==> src/rtl/lspc_irq_ctrl.sv <==
// LSPC interrupt controller: latches raster/vblank/boot IRQs, drives 68k nIPL and autovector nVPA.
// Optional build macro LSPC_IRQ_STATUS_READ_EN adds registered IRQ_STATUS and the LAST_IACK capture.
module lspc_irq_ctrl #(
    parameter bit          RESET_IRQ_PEND = 1'b1,
    parameter int unsigned VPA_RELEASE    = 1
) (
    input  logic       CLK_24M,
    input  logic       RESET,
    input  logic       TIMER_IRQ,
    input  logic       VBL_IRQ,
    input  logic       ACK_WR,
    input  logic [2:0] ACK_DATA,
    input  logic       IACK,
    input  logic [2:0] IACK_LEVEL,
    input  logic       nAS,
    output logic [2:0] nIPL,
    output logic       nVPA,
    output logic [2:0] IRQ_STATUS
);

    localparam int unsigned PEND_W = 3;
    localparam int unsigned CNT_W  = 3;

    typedef enum logic [1:0] {
        ST_IDLE    = 2'd0,
        ST_VECTOR  = 2'd1,
        ST_RELEASE = 2'd2
    } state_t;

    logic              timer_irq_q, timer_irq_d;
    logic              vbl_irq_q, vbl_irq_d;
    logic [PEND_W-1:0] pend_q, pend_d;
    logic [PEND_W-1:0] pend_set, pend_clr;
    logic [1:0]        level;
    logic [2:0]        nipl_q, nipl_d;
    logic              nvpa_q, nvpa_d;
    state_t            state_q, state_d;
    logic [CNT_W-1:0]  cnt_q, cnt_d;

    // Edge detect and pending latch; pend is {L3,L2,L1}, ACK_DATA bit order is reversed.
    always_comb begin
        timer_irq_d = TIMER_IRQ;
        vbl_irq_d   = VBL_IRQ;
        pend_set    = {1'b0, TIMER_IRQ & ~timer_irq_q, VBL_IRQ & ~vbl_irq_q};
        pend_clr    = ACK_WR ? {ACK_DATA[0], ACK_DATA[1], ACK_DATA[2]} : 3'b000;
        pend_d      = pend_set | (pend_q & ~pend_clr);
    end

    always_comb begin
        level = 2'd0;
        if (pend_q[2]) begin
            level = 2'd3;
        end else if (pend_q[1]) begin
            level = 2'd2;
        end else if (pend_q[0]) begin
            level = 2'd1;
        end
        nipl_d = ~{1'b0, level};
    end

    always_ff @(posedge CLK_24M or posedge RESET) begin
        if (RESET) begin
            timer_irq_q <= 1'b0;
            vbl_irq_q   <= 1'b0;
            pend_q      <= {RESET_IRQ_PEND, 2'b00};
            nipl_q      <= 3'b111;
        end else begin
            timer_irq_q <= timer_irq_d;
            vbl_irq_q   <= vbl_irq_d;
            pend_q      <= pend_d;
            nipl_q      <= nipl_d;
        end
    end

    // Autovector handshake; IACK seen during RELEASE is only honoured once back in IDLE.
    always_comb begin
        state_d = state_q;
        nvpa_d  = nvpa_q;
        cnt_d   = cnt_q;
        case (state_q)
            ST_IDLE: begin
                nvpa_d = 1'b1;
                if (IACK && !nAS) begin
                    state_d = ST_VECTOR;
                    nvpa_d  = 1'b0;
                end
            end
            ST_VECTOR: begin
                nvpa_d = 1'b0;
                if (nAS) begin
                    state_d = ST_RELEASE;
                    nvpa_d  = 1'b1;
                    cnt_d   = '0;
                end
            end
            ST_RELEASE: begin
                nvpa_d = 1'b1;
                if (cnt_q >= CNT_W'(VPA_RELEASE - 1)) begin
                    state_d = ST_IDLE;
                    cnt_d   = '0;
                end else begin
                    cnt_d = cnt_q + CNT_W'(1);
                end
            end
            default: begin
                state_d = ST_IDLE;
                nvpa_d  = 1'b1;
                cnt_d   = '0;
            end
        endcase
    end

    always_ff @(posedge CLK_24M or posedge RESET) begin
        if (RESET) begin
            state_q <= ST_IDLE;
            nvpa_q  <= 1'b1;
            cnt_q   <= '0;
        end else begin
            state_q <= state_d;
            nvpa_q  <= nvpa_d;
            cnt_q   <= cnt_d;
        end
    end

    assign nIPL = nipl_q;
    assign nVPA = nvpa_q;

`ifdef LSPC_IRQ_STATUS_READ_EN
    logic [PEND_W-1:0] status_q, status_d;
    logic [2:0]        last_iack_q, last_iack_d;
    logic              unused_last_iack;

    always_comb begin
        status_d    = pend_q;
        last_iack_d = last_iack_q;
        if (state_q == ST_IDLE && state_d == ST_VECTOR) begin
            last_iack_d = IACK_LEVEL;
        end
    end

    always_ff @(posedge CLK_24M or posedge RESET) begin
        if (RESET) begin
            status_q    <= '0;
            last_iack_q <= 3'b000;
        end else begin
            status_q    <= status_d;
            last_iack_q <= last_iack_d;
        end
    end

    // LAST_IACK has no port; it exists for simulation visibility only.
    assign unused_last_iack = ^last_iack_q;
    assign IRQ_STATUS       = status_q;
`else
    logic unused_iack_level;

    assign unused_iack_level = ^IACK_LEVEL;
    assign IRQ_STATUS        = 3'b000;
`endif

endmodule

==> config.mk <==
export PLATFORM = sky130hd
export DESIGN_NAME = lspc_irq_ctrl
export DESIGN_NICKNAME = d
export VERILOG_FILES = /design/src/rtl/lspc_irq_ctrl.sv
export SDC_FILE = /design/constraint.sdc
export NUM_CORES = 1
export LEC_CHECK = 0
export ABC_AREA = 1
export CAP_MARGIN = 20
export CORE_AREA = 2 2 39 41
export DETAILED_ROUTE_END_ITERATION = 10
export DIE_AREA = 0 0 41 43
export GPL_TIMING_DRIVEN = 0
export PLACE_DENSITY = 0.69
export SYNTH_ARGS = -nofsm -noshare
export SYNTH_HDL_FRONTEND = slang
export SYNTH_SLANG_ARGS = --single-unit
==> constraint.sdc <==
create_clock -name CLK_24M -period 1 [get_ports CLK_24M]
set_clock_uncertainty 0.1 [all_clocks]
set_input_delay 0.1 -clock CLK_24M [delete_from_list [all_inputs] [get_ports CLK_24M]]
set_output_delay 0.1 -clock CLK_24M [all_outputs]
set_load 0.1 [all_outputs]
==> reports/metrics.cfg, run 1 <==
[setup_path]
arrival_ns=1.05
cp_num_buf_inv=1
crit_family=flip-flops
worst_r2r_startpoint=pend_q[2]
crit_slowest_cell=dfstp_4
cp-end-kind=primary output
startpoint_type=flip-flop
worstPathRequired_ns=0.80
worstSetupPathType=flip-flop to primary output
crit_fanout=1
crit_chain=buf_12
crit_start=nIPL[1]
critPathMaxStageDelay_ns=0.62

[floorplanning]
die_x_um=41
rows=14
core_mm2=0.00138
io_pins=20
dieHeight_um=43
die-area_mm2=0.00176
start_util=0.287

[placement]
place_congestion=0.608
post_dp_cell_area_um2=556
hpwl_um=475
io_buffers=12
pre_cts_slack_ns=-0.900

[final_layout]
fill_cells=134
utilization=0.449
final_nets=72
stdcell_area_um2=622
final_layout_size_suffix_gt1_frac=0.293
syn2layout_area_growth_pct=56.8
diodes=0

[yosys]
syn_inst=40
synth_warnings=0
synth_top_area_frac=0.379
netlist_top_cells_area=dfrtp_1 38%, dfstp_2 26%, nand2_1 9.5%
postSynthAreaPerCell_um2=9.92
ys_seq_area_frac=0.644
ys_ff_latch=10
synth_area_leader_cell=dfrtp_1
syn-cell-area_um2=397
synth_common_cells=10 x nand2_1, 6 x dfrtp_1, 6 x inv_1
synth_edf_count=0
synth_cell_type_count=10
ys.flop_type=dfrtp_1
yosysMostFrequentCell=nand2_1
async_reset_ff_frac=1.00

[global_routing]
grt_overflow=0
antenna_found_initial=0
grt_usage=0.0966
grt_pass1_vias=268
grt_max_degree=11
grt_pass1_wl_um=1060

[timing]
fin_crit_sh=1.25
slew_viol_final=0
setup_viol=3
holdWs_ns=0.00741
finalHoldViolCount=0
period_minus_slack_ns=1.25
rsz0062_at_grt=true
layout_setup_ws_ns=-0.251
fmax_mhz=799
fin_tns_setup_ns=-0.749

[detailed_routing]
drc=0
drt-pass1-iter-count=1
routed_wl_um=628
wire_per_inst_um=8.49
antenna_left=0
drt-initial-drc-count=0
vias_per_cell=3.68
vias=272

[clock_tree]
cts_tree=yes
cts_max_level=1
cts.sinks=10
clock-root-buffer=clkbuf_4
path_clk_slew_ns=0.07
post_cts.repair.setup_buffers=0
postCtsHoldBufs=0
clock_latency_ns=0.26
cts_resized=27
cts-buffers-inserted=3
clock_path_buffers=2

[job]
drv_cap=0

[power_and_ir_drop]
power.leakage_nw=0.307
ir_worst_vdd_mv=0.542
powerDensity_mw_per_mm2=1830

[outcome]
status=finished with violations
violations=negative setup slack

[min_path]
hold_class=primary input to async pin

## kinds of logic after synthesis
group	share of synthesized area
flip-flops	0.644
buffers and inverters	0.132
AO/OA/AOI/OAI	0.0631
AND/OR/NAND/NOR	0.142
other	0.0189
## registers in the layout (all words and copies together) (netlist names)
signal,count
state_q,2
timer_irq_q,1
nIPL,2
vbl_irq_q,1
nVPA,1
pend_q,3
## cell type report
class,instances,area [um^2],area share
plain buffers,4,30.0,0.0483
clock buffers,4,36.3,0.0584
multi-input cells,22,96.3,0.155
well taps,16,20.0,0.0322
flip-flops and latches,10,267,0.429
repair buffers,12,150,0.241
inverters,6,22.5,0.0362
## metrics by stage
stage | std cells | power (W)
floorplan | 42 | 0.000684
global placement | 70 | 0.000747
detailed placement | 70 | 0.000751
CTS | 74 | 0.00116
global route | 74 | 0.00120
finish | 74 | 0.00114
## power by group
part,switching [W],internal (W),total [W]
logic,0.000199,0.000105,0.000304
clock network,0.000138,0.000221,0.000359
registers,0.0000208,0.000453,0.000474
## path summary, 6_finish.rpt
kind	to	slack [ns]	cells after the start
setup reg to reg	pend_q[2]	0.13	1
hold / removal	state_q[1]	0.007	2
hold reg to reg	nIPL[1]	0.32	1
min in group CLK_24M	timer_irq_q	0.20	1
setup / recovery	nIPL[1]	-0.25	1
max in group asynchronous	pend_q[2]	0.48	2
## layer usage
layer | track usage | up-vias | wire [um]
met4 | 0.100 | 0 | 0
met5 | 0 | - | 0
met3 | 0.0314 | 0 | 54
li1 | - | 145 | -
met1 | 0.101 | 118 | 238
met2 | 0.138 | 9 | 335
## cell usage in the layout, fill, tap and decap left out
cell | netlist | layout
dfstp_4 | 0 | 3
clkbuf_4 | 0 | 3
clkdlybuf4s50_1 | 0 | 9
clkbuf_8 | 0 | 1
dfrtp_1 | 6 | 6
buf_12 | 0 | 3
a21boi_2 | 1 | 1
buf_4 | 4 | 4
dfstp_2 | 4 | 1
a21oi_2 | 1 | 1
o21ai_0 | 1 | 1
conb_1 | 2 | 4
nor2_1 | 5 | 5
nand2_1 | 10 | 10
inv_1 | 6 | 6
Power figures use the tool's default switching activity.
==> run 2, diff against run 1 <==
Settings changed: HOLD_SLACK_MARGIN from default to 0.1.
==> results of run 2 <==
No change in the layout: final DEF, timing and power equal those of run 1.
